[src/rtl/spi_flash_pkg.sv]
// spi_flash_pkg: opcodes, FSM encoding and helpers shared by the SPI flash emulator
package spi_flash_pkg;

  localparam logic [7:0] OP_READ = 8'h03;
  localparam logic [7:0] OP_FAST = 8'h0B;
  localparam logic [7:0] OP_RDID = 8'h9F;

  localparam int ADDR_CNT_W  = 6;
  localparam int DUMMY_CNT_W = 8;

  typedef enum logic [2:0] {
    S_IDLE,
    S_CMD,
    S_ADDR,
    S_DUMMY,
    S_DATA,
    S_ID,
    S_IGNORE
  } state_e;

  // JEDEC ID byte for a given byte index; past the third byte the device returns zeros
  function automatic logic [7:0] id_byte(input logic [23:0] id, input logic [1:0] idx);
    return idx == 2'd0 ? id[23:16] : idx == 2'd1 ? id[15:8] : idx == 2'd2 ? id[7:0] : 8'h00;
  endfunction

endpackage

[src/rtl/spi_sync.sv]
// spi_sync: 2-flop synchroniser with an edge (toggle) output on the synchronised value
module spi_sync #(
  parameter logic RST_VAL = 1'b0
) (
  input  logic clk,
  input  logic rst_n,
  input  logic d,
  output logic q,
  output logic tgl
);

  logic meta_q, meta_d, sync_q, sync_d, prev_q, prev_d;

  // shift the raw input through the metastability chain and keep one cycle of history
  always_comb begin
    meta_d = d;
    sync_d = meta_q;
    prev_d = sync_q;
  end

  // chain flops load the idle level of the pin while in reset
  always_ff @(posedge clk or negedge rst_n) begin
    if (!rst_n) begin
      meta_q <= RST_VAL;
      sync_q <= RST_VAL;
      prev_q <= RST_VAL;
    end else begin
      meta_q <= meta_d;
      sync_q <= sync_d;
      prev_q <= prev_d;
    end
  end

  assign q   = sync_q;
  assign tgl = sync_q ^ prev_q;

endmodule

[src/rtl/spi_flash_emu.sv]
// spi_flash_emu: SPI (mode 0) flash read emulator with JEDEC ID and one-byte prefetch
module spi_flash_emu
  import spi_flash_pkg::*;
#(
  parameter int          ADDR_BYTES   = 3,
  parameter int          DEPTH_LOG2   = 16,
  parameter int          DUMMY_CYCLES = 8,
  parameter logic [23:0] JEDEC_ID     = 24'hEF4016
) (
  input  logic                  clock,
  input  logic                  resetb,
  input  logic                  spi_csb,
  input  logic                  spi_sck,
  input  logic                  spi_mosi,
  output logic                  spi_miso,
  output logic                  spi_miso_oe,
  output logic [DEPTH_LOG2-1:0] mem_addr,
  output logic                  mem_req,
  input  logic                  mem_ack,
  input  logic [7:0]            mem_rdata,
  output logic                  busy,
  output logic                  err
);

  localparam logic [ADDR_CNT_W-1:0]  ADDR_LAST  = ADDR_CNT_W'(8 * ADDR_BYTES - 1);
  localparam logic [DUMMY_CNT_W-1:0] DUMMY_LAST = DUMMY_CNT_W'(DUMMY_CYCLES - 1);
  localparam logic                   HAS_DUMMY  = DUMMY_CYCLES != 0;

  logic [1:0] rst_sync_q;
  logic       rst_n;
  logic       csb_s, csb_tgl, sck_s, sck_tgl, mosi_s, mosi_tgl_unused;
  logic       csb_fall, sck_rise, sck_fall;
  logic [7:0] opcode;

  state_e                  state_q, state_d;
  logic [2:0]              bit_cnt_q, bit_cnt_d;
  logic [6:0]              cmd_q, cmd_d;
  logic [DEPTH_LOG2-1:0]   addr_q, addr_d;
  logic [ADDR_CNT_W-1:0]   addr_cnt_q, addr_cnt_d;
  logic [DUMMY_CNT_W-1:0]  dummy_cnt_q, dummy_cnt_d;
  logic                    fast_q, fast_d;
  logic [7:0]              sh_out_q, sh_out_d;
  logic [1:0]              id_cnt_q, id_cnt_d;
  logic [7:0]              pf_q, pf_d;
  logic                    pf_vld_q, pf_vld_d;
  logic                    mem_req_q, mem_req_d;
  logic [DEPTH_LOG2-1:0]   mem_addr_q, mem_addr_d;
  logic                    err_q, err_d;

  // reset asserts immediately but releases only after two clean clock edges
  always_ff @(posedge clock or negedge resetb) begin
    if (!resetb) rst_sync_q <= 2'b00;
    else rst_sync_q <= {rst_sync_q[0], 1'b1};
  end

  assign rst_n = rst_sync_q[1];

  spi_sync #(.RST_VAL(1'b1)) u_sync_csb (
    .clk(clock), .rst_n(rst_n), .d(spi_csb), .q(csb_s), .tgl(csb_tgl)
  );
  spi_sync #(.RST_VAL(1'b0)) u_sync_sck (
    .clk(clock), .rst_n(rst_n), .d(spi_sck), .q(sck_s), .tgl(sck_tgl)
  );
  spi_sync #(.RST_VAL(1'b0)) u_sync_mosi (
    .clk(clock), .rst_n(rst_n), .d(spi_mosi), .q(mosi_s), .tgl(mosi_tgl_unused)
  );

  assign csb_fall = csb_tgl & ~csb_s;
  assign sck_rise = sck_tgl & sck_s;
  assign sck_fall = sck_tgl & ~sck_s;
  assign opcode   = {cmd_q, mosi_s};

  // protocol FSM: shift in command/address on SCK rise, shift out data on SCK fall
  always_comb begin
    state_d     = state_q;
    bit_cnt_d   = bit_cnt_q;
    cmd_d       = cmd_q;
    addr_d      = addr_q;
    addr_cnt_d  = addr_cnt_q;
    dummy_cnt_d = dummy_cnt_q;
    fast_d      = fast_q;
    sh_out_d    = sh_out_q;
    id_cnt_d    = id_cnt_q;
    pf_d        = pf_q;
    pf_vld_d    = pf_vld_q;
    mem_req_d   = 1'b0;
    mem_addr_d  = mem_addr_q;
    err_d       = err_q;
    // a read return arriving once CSB is high belongs to a finished transaction and is dropped
    if (mem_ack && !csb_s) begin
      pf_d     = mem_rdata;
      pf_vld_d = 1'b1;
    end
    if (csb_s) begin
      state_d     = S_IDLE;
      bit_cnt_d   = '0;
      addr_cnt_d  = '0;
      dummy_cnt_d = '0;
      id_cnt_d    = '0;
      sh_out_d    = '0;
      pf_vld_d    = 1'b0;
    end else begin
      case (state_q)
        S_IDLE: state_d = csb_fall ? S_CMD : S_IDLE;
        S_CMD: if (sck_rise) begin
          cmd_d     = opcode[6:0];
          bit_cnt_d = bit_cnt_q + 3'd1;
          if (bit_cnt_q == 3'd7) begin
            fast_d  = opcode == OP_FAST;
            state_d = (opcode == OP_READ || opcode == OP_FAST) ? S_ADDR :
                      opcode == OP_RDID ? S_ID : S_IGNORE;
          end
        end
        S_ADDR: if (sck_rise) begin
          addr_d     = {addr_q[DEPTH_LOG2-2:0], mosi_s};
          addr_cnt_d = addr_cnt_q + ADDR_CNT_W'(1);
          if (addr_cnt_q == ADDR_LAST) begin
            state_d    = fast_q && HAS_DUMMY ? S_DUMMY : S_DATA;
            mem_req_d  = !(fast_q && HAS_DUMMY);
            mem_addr_d = addr_d;
          end
        end
        S_DUMMY: if (sck_rise) begin
          dummy_cnt_d = dummy_cnt_q + DUMMY_CNT_W'(1);
          if (dummy_cnt_q == DUMMY_LAST) begin
            state_d    = S_DATA;
            mem_req_d  = 1'b1;
            mem_addr_d = addr_q;
          end
        end
        S_DATA: if (sck_fall) begin
          bit_cnt_d = bit_cnt_q + 3'd1;
          if (bit_cnt_q != 3'd0) sh_out_d = {sh_out_q[6:0], 1'b0};
          else if (pf_vld_q) begin
            sh_out_d   = pf_q;
            pf_vld_d   = 1'b0;
            addr_d     = addr_q + DEPTH_LOG2'(1);
            mem_addr_d = addr_q + DEPTH_LOG2'(1);
            mem_req_d  = 1'b1;
          end else begin
            // underrun: the fetch is still outstanding and will serve the next byte
            sh_out_d = 8'hFF;
            err_d    = 1'b1;
          end
        end
        S_ID: if (sck_fall) begin
          bit_cnt_d = bit_cnt_q + 3'd1;
          sh_out_d  = bit_cnt_q == 3'd0 ? id_byte(JEDEC_ID, id_cnt_q) : {sh_out_q[6:0], 1'b0};
          id_cnt_d  = bit_cnt_q == 3'd0 && id_cnt_q != 2'd3 ? id_cnt_q + 2'd1 : id_cnt_q;
        end
        default: ;
      endcase
    end
  end

  // state and datapath registers
  always_ff @(posedge clock or negedge rst_n) begin
    if (!rst_n) begin
      state_q     <= S_IDLE;
      bit_cnt_q   <= '0;
      cmd_q       <= '0;
      addr_q      <= '0;
      addr_cnt_q  <= '0;
      dummy_cnt_q <= '0;
      fast_q      <= 1'b0;
      sh_out_q    <= '0;
      id_cnt_q    <= '0;
      pf_q        <= '0;
      pf_vld_q    <= 1'b0;
      mem_req_q   <= 1'b0;
      mem_addr_q  <= '0;
      err_q       <= 1'b0;
    end else begin
      state_q     <= state_d;
      bit_cnt_q   <= bit_cnt_d;
      cmd_q       <= cmd_d;
      addr_q      <= addr_d;
      addr_cnt_q  <= addr_cnt_d;
      dummy_cnt_q <= dummy_cnt_d;
      fast_q      <= fast_d;
      sh_out_q    <= sh_out_d;
      id_cnt_q    <= id_cnt_d;
      pf_q        <= pf_d;
      pf_vld_q    <= pf_vld_d;
      mem_req_q   <= mem_req_d;
      mem_addr_q  <= mem_addr_d;
      err_q       <= err_d;
    end
  end

  assign spi_miso_oe = (state_q == S_DATA || state_q == S_ID) && !csb_s;
  assign spi_miso    = spi_miso_oe & sh_out_q[7];
  assign mem_req     = mem_req_q;
  assign mem_addr    = mem_addr_q;
  assign busy        = state_q != S_IDLE;
  assign err         = err_q;

endmodule

[config.mk]
export PLATFORM = sky130hd
export DESIGN_NAME = spi_flash_emu
export DESIGN_NICKNAME = d
export VERILOG_FILES = /design/src/rtl/spi_flash_pkg.sv /design/src/rtl/spi_sync.sv /design/src/rtl/spi_flash_emu.sv
export SDC_FILE = /design/constraint.sdc
export NUM_CORES = 1
export LEC_CHECK = 0
export ABC_CLOCK_PERIOD_IN_PS = 7110
export BUFFER_PORTS_ARGS = -buffer_cell sky130_fd_sc_hd__clkbuf_2
export CORE_MARGIN = 5
export CORE_UTILIZATION = 60
export CTS_CLUSTER_SIZE = 16
export DETAILED_ROUTE_END_ITERATION = 8
export PLACE_DENSITY = 0.89
export SLEW_MARGIN = 40
export SYNTH_ARGS = -nofsm -noshare
export SYNTH_HDL_FRONTEND = slang
export SYNTH_HIERARCHICAL = 1
export SYNTH_SLANG_ARGS = --single-unit
[constraint.sdc]
create_clock -name clock -period 7.11 [get_ports clock]
set_clock_uncertainty 0.05 [all_clocks]
set_input_delay 0.3555 -clock clock [delete_from_list [all_inputs] [get_ports clock]]
set_output_delay 0.3555 -clock clock [all_outputs]
set_load 0.005 [all_outputs]
==> impl_metrics.py, run 1 <==
metrics = {
    "cells_and_area": {
        "syn_to_final_growth_pct": 7.80,
        "nNetsFinal": 579,
        "regArea_sq_mm": 0.00228,
        "n_fill_cell": 638,
        "drive_gt1_frac": 0.152,
        "multi_input_area_sq_mm": 0.00250,
        "antenna_cells": 0,
        "instances_no_fill": 665,
    },
    "setup_path": {
        "slowest_delay_ns": 0.51,
        "r2r_setup_slack_ns": 4.24,
        "reg2reg_to": "addr_q[14]$_DFFE_PN0P_",
        "critical_path_class": "flop to flop",
        "cp-start-kind": "flop",
        "cpMaxStageDelayCell": "dfrtp_1",
        "worstPathCellList": "xor2_1 > nand3b_1 > or2_2 > a21oi_1 > buf_4 > or3b_2 > a21oi_1",
        "cp_max_fo": 22,
        "critPathMostFrequentCell": "a21oi_1",
        "cp_data_arrival_time_ns": 3.12,
        "end_kind": "flop",
        "reg2reg_depth": 7,
        "worstSetupStartpoint": "u_sync_sck/q$_DFF_PN0_",
        "critPathRequiredTime_ns": 7.35,
        "r2r-start": "u_sync_sck/q$_DFF_PN0_",
    },
    "grt": {
        "antenna_found_initial": 0,
        "grt_pass1_vias": 4100,
        "track_usage": 0.229,
        "grt-ovfl-total": 0,
        "grt_max_degree": 37,
        "grt_pass1_wl_microns": 19100,
    },
    "min_path": {
        "whs_path_depth": 1,
        "min_from": "spi_csb",
        "min_to": "u_sync_csb/meta_q$_DFF_PN1_",
        "worstHoldPathType": "input port to flop",
    },
    "place": {
        "routabilityCongestion": 0.879,
        "dp_cells": 648,
        "dp_hpwl_microns": 7530,
        "port_buffers": 34,
    },
    "clocking": {
        "cts_made_buffers": 9,
        "clock_path_buffers": 2,
        "htree_levels": 3,
        "cts_tree": "yes",
        "post_cts_resized": 0,
        "clock_latency_ns": 0.37,
        "root_buffer": "clkbuf_8",
        "clkSinkCount": 91,
        "cts.clk_slew.worst_paths_ns": 0.09,
        "cts_setup_buffers": 0,
    },
    "synthesis": {
        "synthCells": 548,
        "syn-num-nets": 572,
        "syn_area_sq_mm": 0.00500,
        "ys_warn_count": 6,
        "syn_area_per_cell_sq_um": 9.13,
    },
    "power_and_ir_drop": {
        "irDropWorstVdd_mv": 0.129,
        "power_density_mw_per_mm2": 249,
        "leakagePower_nw": 2.36,
    },
    "timing": {
        "final-max-slew-violation-count": 0,
        "finalCritPeriodShare": 0.404,
        "tightest_slew_ns": 0.687,
        "fmax_mhz": 348,
        "period_minus_slack_ns": 2.87,
        "rsz0062_at_grt": "false",
        "finalSetupViolations": 0,
        "relSlewSlack": 0.538,
        "fin_tns_setup_ns": 0,
        "hold_viol_final": 0,
    },
    "routing": {
        "viasPerCell": 6.27,
        "detail-route-antenna-nets": 0,
        "wire_per_inst_microns": 16.7,
        "drc": 0,
        "via_count": 4172,
        "drt-pass1-iter-count": 7,
        "drt_iter0_markers": 317,
        "wirelength_microns": 11100,
    },
    "floorplan": {
        "dieWidth_microns": 101,
        "row_count": 33,
        "io_pins": 35,
        "start_util": 0.612,
        "dieArea_sq_mm": 0.0103,
        "core_area_sq_mm": 0.00818,
        "die_y_microns": 101,
    },
    "outcome": {
        "status": "completed",
    },
    "job": {
        "maxCapViolations": 0,
    },
}
per-layer routing:
metal / GRT usage / share of wire / vias to the layer above
met4: 0.104 / 0.024 / 0
met2: 0.369 / 0.50 / 193
li1: - / - / 1976
met1: 0.297 / 0.41 / 1973
met3: 0.0517 / 0.070 / 30
met5: 0 / 0 / -
worst max-delay path, delay by kind of cell, from the launching register on:
kind,cells,cell delay (ns)
compound gates,2,0.31
buf+inv,1,0.29
simple gates,3,1.20
flops,1,0.51
xor+xnor,1,0.44
per-stage QoR:
stage | hold WS [ns] | power, W | util | cell area [sq um] | worst slack [ns]
after CTS | 0.00630 | 0.00134 | 0.659 | 5390 | 4.31
final | 0.0165 | 0.00134 | 0.660 | 5390 | 4.24
after global placement | 0.0919 | 0.000990 | 0.629 | 5140 | 4.36
after detailed placement | 0.0943 | 0.00101 | 0.635 | 5190 | 4.33
after floorplan | 0.00991 | 0.000921 | - | 5000 | 4.34
after global routing | 0.00446 | 0.00143 | 0.660 | 5390 | 4.03
how the worst max path moves through the flow:
stage	cells after the start	slack, ns	end
after floorplan	0	4.34	addr_cnt_q[0]$_DFFE_PN0P_
after global placement	5	4.36	mem_addr[6]$_DFFE_PN0P_
after detailed placement	7	4.33	addr_q[14]$_DFFE_PN0P_
after CTS	7	4.31	addr_q[14]$_DFFE_PN0P_
after global routing	7	4.03	addr_q[14]$_DFFE_PN0P_
final	7	4.24	addr_q[14]$_DFFE_PN0P_
registers in the layout, summed over array words and instances, names as in the netlist, 2 cells and up:
signal / count
addr_cnt_q: 6
addr_q: 16
bit_cnt_q: 3
cmd_q: 7
dummy_cnt_q: 8
id_cnt_q: 2
mem_addr: 16
pf_q: 8
rst_sync_q: 2
sh_out_q: 8
state_q: 3
area by class of cell:
type / count / share of cell area
Inverter: 14 / 0.00974
Clock buffer: 10 / 0.0255
Sequential cell: 91 / 0.424
Multi-Input combinational cell: 400 / 0.464
Timing Repair Buffer: 39 / 0.0436
Tap cell: 105 / 0.0244
Clock inverter: 6 / 0.00882
cells in the final DEF, fill, tap and decap left out, types with 5 or more instances in the layout:
cell type,count
dfrtp_1,87
nand2_1,78
nor2_1,38
o21ai_0,38
a21oi_1,36
clkbuf_2,34
nand3_1,16
mux2_2,16
inv_1,14
nand4_1,12
nor3_1,10
ha_1,10
clkbuf_8,10
xnor2_1,9
xor2_1,8
nand2b_1,7
nor2b_1,7
nand3b_1,7
o22ai_1,7
a22o_1,7
mux2i_1,6
a31oi_1,5
o221ai_1,5
a221oi_1,5
timing repair:
item / CTS / global route
endpoints found under the hold margin: 2 / 0
hold buffers: 1 / 0
endpoints found under the setup margin: 0 / 0
power by group:
part	internal (W)	total [W]	switching, W
clock network	0.000140	0.000333	0.000193
logic	0.000142	0.000319	0.000178
registers	0.000588	0.000689	0.000101
total	0.000869	0.00134	0.000472
Note: power is estimated with default switching activity, not from simulation.
==> inputs of run 2 (changes only) <==
--- a/config.mk
+++ b/config.mk
@@ -5,7 +5,8 @@
 export SDC_FILE = /design/constraint.sdc
 export NUM_CORES = 1
 export LEC_CHECK = 0
-export ABC_CLOCK_PERIOD_IN_PS = 7110
+export ABC_AREA = 1
+export ABC_CLOCK_PERIOD_IN_PS = 2700
 export BUFFER_PORTS_ARGS = -buffer_cell sky130_fd_sc_hd__clkbuf_2
 export CORE_MARGIN = 5
 export CORE_UTILIZATION = 60
==> constraint.sdc (replaced) <==
create_clock -name clock -period 2.7 [get_ports clock]
set_clock_uncertainty 0.05 [all_clocks]
set_input_delay 0.135 -clock clock [delete_from_list [all_inputs] [get_ports clock]]
set_output_delay 0.135 -clock clock [all_outputs]
set_load 0.005 [all_outputs]
==> impl_metrics.py, run 2 <==
metrics = {
    "setup_path": {
        "r2r_setup_slack_ns": 0.37,
        "cpMaxStageDelayCell": "dfrtp_1",
        "r2r-start": "state_q[0]$_DFFE_PN0P_",
        "cp_data_arrival_time_ns": 2.58,
        "end_kind": "flop",
        "cp-start-kind": "flop",
        "critPathMostFrequentCell": "nand2_1",
        "critPathRequiredTime_ns": 2.95,
        "cp_max_fo": 33,
        "reg2reg_to": "addr_q[6]$_DFFE_PN0P_",
        "worstPathCellList": "nor2_2 > nand2_4 > inv_4 > nand2_1 > nand2_1 > nand3_2 > inv_2 > nand2_1 > o21ai_1",
        "critical_path_class": "flop to flop",
        "slowest_delay_ns": 0.52,
        "reg2reg_depth": 9,
    },
    "cells_and_area": {
        "stdcell_area_sq_mm": 0.00566,
        "syn_to_final_growth_pct": 11.2,
        "final_cell_mix": "nand2_1 (186), dfrtp_1 (87), nor2_1 (79)",
        "n_fill_cell": 657,
        "final_common_cell": "nand2_1",
        "drive_gt1_frac": 0.135,
        "nNetsFinal": 737,
        "antenna_cells": 0,
    },
    "power_and_ir_drop": {
        "power.switching_w": 0.00206,
        "clkPwrFrac": 0.199,
        "p_total_w": 0.00496,
        "p_seq_frac": 0.417,
        "leakagePower_nw": 2.82,
        "irDropWorstVdd_mv": 0.511,
        "power_density_mw_per_mm2": 877,
        "intPower_w": 0.00290,
        "switching_share": 0.415,
        "power_frac_comb": 0.383,
    },
    "timing": {
        "hold_viol_final": 0,
        "fin_tns_setup_ns": 0,
        "tightest_slew_ns": 0.595,
        "finalSetupViolations": 0,
        "rsz0062_at_grt": "false",
        "finalCritPeriodShare": 0.864,
        "relSlewSlack": 0.603,
        "fmax_mhz": 429,
        "final-max-slew-violation-count": 0,
        "period_minus_slack_ns": 2.33,
    },
    "floorplan": {
        "dieArea_sq_mm": 0.0104,
        "row_count": 33,
        "die_y_microns": 102,
        "start_util": 0.616,
        "dieWidth_microns": 102,
        "core_area_sq_mm": 0.00826,
        "io_pins": 35,
    },
    "synthesis": {
        "syn-num-nets": 690,
        "syn_area_per_cell_sq_um": 7.64,
        "ys_warn_count": 6,
        "syn_area_sq_mm": 0.00509,
        "synthCells": 666,
    },
    "grt": {
        "grt-ovfl-total": 0,
        "track_usage": 0.251,
        "grt_max_degree": 47,
        "grt_pass1_vias": 4505,
        "antenna_found_initial": 0,
        "grt_pass1_wl_microns": 20700,
    },
    "routing": {
        "wire_per_inst_microns": 14.7,
        "drt-pass1-iter-count": 6,
        "via_count": 4617,
        "detail-route-antenna-nets": 0,
        "wirelength_microns": 12100,
        "drt_iter0_markers": 428,
        "drc": 0,
        "viasPerCell": 5.61,
    },
    "place": {
        "place_area_sq_mm": 0.00532,
        "routabilityCongestion": 0.925,
        "dp_hpwl_microns": 8170,
        "port_buffers": 34,
    },
    "clocking": {
        "htree_levels": 3,
        "cts_made_buffers": 9,
        "clock_path_buffers": 2,
        "cts_setup_buffers": 0,
        "clkSinkCount": 91,
        "cts_tree": "yes",
        "clock_latency_ns": 0.38,
        "post_cts_resized": 0,
        "cts.clk_slew.worst_paths_ns": 0.09,
        "root_buffer": "clkbuf_8",
    },
    "min_path": {
        "worstHoldPathType": "input port to async pin",
    },
    "job": {
        "maxCapViolations": 0,
    },
    "outcome": {
        "status": "completed",
    },
}
## run 2: layout make-up
class,instances,area [sq um],area share
flip-flops and latches,91,2280,0.404
well taps,105,131,0.0232
clock inverters,5,58.8,0.0104
repair buffers,51,343,0.0606
clock buffers,11,151,0.0268
multi-input cells,476,2370,0.418
inverters,84,320,0.0566
## run 2: power by group through the flow
stage	logic, W	clock network, W	registers, W
final	0.00190	0.000989	0.00207
after global routing	0.00216	0.00105	0.00212
after CTS	0.00189	0.000989	0.00206
after detailed placement	0.00185	0	0.00209
after global placement	0.00178	0	0.00207
after floorplan	0.00142	0	0.00202
## run 2: critical path, delay by kind of cell (launching register included)
| family | cells | cell delay, ns |
|---|---|---|
| simple gates | 6 | 0.95 |
| compound gates | 1 | 0.09 |
| buf+inv | 2 | 0.64 |
| flops | 1 | 0.52 |
## run 2: what timing repair did
action                                  4_1_cts  5_1_grt
hold buffers                                 13        0
endpoints found under the setup margin        0        0
endpoints found under the hold margin        14        0
## run 2: worst max-delay path by stage
stage | slack (ns) | end | depth (start not counted) | start
global placement | 0.58 | addr_q[8]$_DFFE_PN0P_ | 9 | state_q[0]$_DFFE_PN0P_
global route | 0.18 | addr_q[4]$_DFFE_PN0P_ | 9 | state_q[0]$_DFFE_PN0P_
detailed placement | 0.43 | addr_q[6]$_DFFE_PN0P_ | 9 | state_q[0]$_DFFE_PN0P_
finish | 0.37 | addr_q[6]$_DFFE_PN0P_ | 9 | state_q[0]$_DFFE_PN0P_
CTS | 0.40 | addr_q[6]$_DFFE_PN0P_ | 9 | state_q[0]$_DFFE_PN0P_
floorplan | 1.00 | mem_addr[0]$_DFFE_PN0P_ | 13 | u_sync_sck/q$_DFF_PN0_
## run 2: stage by stage
stage / std cells / utilization / hold slack, ns / setup WS (ns)
after floorplan: 666 / - / -0.211 / 1.00
after global placement: 794 / 0.644 / -0.127 / 0.583
after detailed placement: 794 / 0.644 / -0.127 / 0.425
after CTS: 823 / 0.685 / 0.0242 / 0.399
after global routing: 823 / 0.685 / 0.0266 / 0.184
final: 823 / 0.685 / 0.0238 / 0.367
## run 2: routing by layer
metal / global-route usage / vias up / share of wire
li1: - / 2249 / -
met1: 0.313 / 2154 / 0.41
met2: 0.426 / 177 / 0.50
met3: 0.0416 / 37 / 0.056
met4: 0.121 / 0 / 0.033
met5: 0 / - / 0
==> inputs of run 3 (changes only) <==
--- a/config.mk
+++ b/config.mk
@@ -9,10 +9,10 @@
 export ABC_CLOCK_PERIOD_IN_PS = 2700
 export BUFFER_PORTS_ARGS = -buffer_cell sky130_fd_sc_hd__clkbuf_2
 export CORE_MARGIN = 5
-export CORE_UTILIZATION = 60
-export CTS_CLUSTER_SIZE = 16
+export CORE_UTILIZATION = 54
+export CTS_BUF_LIST = sky130_fd_sc_hd__clkbuf_16
 export DETAILED_ROUTE_END_ITERATION = 8
-export PLACE_DENSITY = 0.89
+export PLACE_DENSITY = 0.82
 export SLEW_MARGIN = 40
 export SYNTH_ARGS = -nofsm -noshare
 export SYNTH_HDL_FRONTEND = slang
==> impl_metrics.py, run 3 (synthesis results as in run 2) <==
metrics = {
    "floorplan": {
        "row_count": 35,
        "die_y_microns": 107,
        "start_util": 0.553,
        "dieWidth_microns": 107,
        "core_area_sq_mm": 0.00920,
        "io_pins": 35,
        "dieArea_sq_mm": 0.0115,
    },
    "timing": {
        "period_minus_slack_ns": 2.36,
        "relSlewSlack": 0.597,
        "finalSetupViolations": 0,
        "rsz0062_at_grt": "false",
        "tightest_slew_ns": 0.604,
        "fin_ws_ns": 0.344,
        "fin_tns_setup_ns": 0,
        "hold_viol_final": 0,
        "finalCritPeriodShare": 0.873,
        "final-max-slew-violation-count": 0,
        "fmax_mhz": 424,
    },
    "clocking": {
        "root_buffer": "clkbuf_16",
        "clock_latency_ns": 0.34,
        "cts.clk_slew.worst_paths_ns": 0.06,
        "htree_levels": 3,
        "hold_buffers": 12,
        "cts_made_buffers": 9,
        "post_cts_resized": 0,
        "cts_setup_buffers": 0,
        "clock_path_buffers": 2,
        "clkSinkCount": 91,
        "cts_tree": "yes",
    },
    "routing": {
        "wl_met1_microns": 5030,
        "drc": 0,
        "wirelength_microns": 11500,
        "wl_met3_microns": 544,
        "drt-pass1-iter-count": 5,
        "viasPerCell": 5.50,
        "via_count": 4558,
        "detail-route-antenna-nets": 0,
        "drt_iter0_markers": 325,
        "wire_per_inst_microns": 13.9,
        "top_layer": "met4",
        "dr_wl_met2_microns": 5670,
    },
    "setup_path": {
        "cp_max_fo": 33,
        "r2r_setup_slack_ns": 0.34,
        "worstSetupStartpoint": "state_q[0]$_DFFE_PN0P_",
        "critical_path_class": "flop to flop",
        "r2r-start": "state_q[0]$_DFFE_PN0P_",
        "critPathRequiredTime_ns": 2.91,
        "reg2reg_depth": 9,
        "cp-start-kind": "flop",
        "cp_data_arrival_time_ns": 2.57,
        "end_kind": "flop",
    },
    "cells_and_area": {
        "nNetsFinal": 736,
        "final_common_cell": "nand2_1",
        "drive_gt1_frac": 0.134,
        "fin_util": 0.632,
        "final_cell_mix": "nand2_1 (186), dfrtp_1 (87), nor2_1 (79)",
        "antenna_cells": 0,
        "syn_to_final_growth_pct": 14.2,
    },
    "grt": {
        "grt_pass1_vias": 4557,
        "track_usage": 0.220,
        "grt_pass1_wl_microns": 20600,
        "grt_max_degree": 46,
        "grt-ovfl-total": 0,
        "antenna_found_initial": 0,
    },
    "power_and_ir_drop": {
        "intPower_w": 0.00342,
        "p_seq_frac": 0.378,
        "power_frac_comb": 0.344,
        "power_density_mw_per_mm2": 945,
        "p_total_w": 0.00549,
        "irDropWorstVdd_mv": 0.490,
        "power.switching_w": 0.00207,
        "leakagePower_nw": 2.89,
        "clkPwrFrac": 0.278,
        "switching_share": 0.377,
    },
    "job": {
        "maxCapViolations": 0,
    },
    "place": {
        "dp_hpwl_microns": 8230,
        "port_buffers": 34,
        "routabilityCongestion": 0.921,
        "place_ws_ns": 0.400,
    },
    "min_path": {
        "worstHoldPathType": "input port to async pin",
    },
    "outcome": {
        "status": "completed",
    },
}
run 3: changes by cell type in the layout (fill, tap and decap cells not counted), sizes merged:
cell	change
bufinv	+3
clkbuf	-2
clkinv	-1
clkinvlp	-1
dlygate4sd3	-1
inv	+1
run 3: final cells by class:
type,instances,area [sq um]
well taps,111,139
fillers,756,3390
flip-flops and latches,91,2280
inverters,84,320
clock inverters,7,140
clock buffers,9,225
multi-input cells,476,2370
repair buffers,50,333
run 3: routing by layer:
layer,vias up,track usage
li1,2235,-
met1,2164,0.279
met2,140,0.373
met3,19,0.0331
met4,0,0.0950
met5,-,0
run 3: power by group through the flow:
stage | Clock [W] | Sequential, W | Combinational, W
2_1_floorplan | 0 | 0.00202 | 0.00142
3_3_place_gp | 0 | 0.00207 | 0.00180
3_5_place_dp | 0 | 0.00209 | 0.00185
4_1_cts | 0.00154 | 0.00207 | 0.00188
5_1_grt | 0.00161 | 0.00213 | 0.00218
6_report | 0.00153 | 0.00207 | 0.00189
run 3: stage by stage:
| stage | hold slack, ns | area [sq um] | cells |
|---|---|---|---|
| after global placement | -0.129 | 5320 | 800 |
| after CTS | 0.0471 | 5810 | 828 |
| final | 0.0620 | 5810 | 828 |
| after floorplan | -0.211 | 5090 | 666 |
| after global routing | 0.0743 | 5810 | 828 |
| after detailed placement | -0.126 | 5320 | 800 |
run 3: worst paths after layout:
check	to
max	addr_q[4]$_DFFE_PN0P_
min	rst_sync_q[1]$_DFF_PN0_
max reg2reg	addr_q[4]$_DFFE_PN0P_
min reg2reg	bit_cnt_q[2]$_DFFE_PN0P_
max in group asynchronous	mem_addr[14]$_DFFE_PN0P_
min in group clock	pf_vld_q$_DFF_PN0_
run 3: worst max-delay path: stages, from the launching register on:
cell and delay (ns):
dfrtp_1 0.51, nor2_2 0.24, nand2_4 0.13, inv_4 0.27, nand2_1 0.14, nand2_1 0.10
nand3_2 0.23, inv_2 0.39, nand2_1 0.10, o21ai_1 0.09
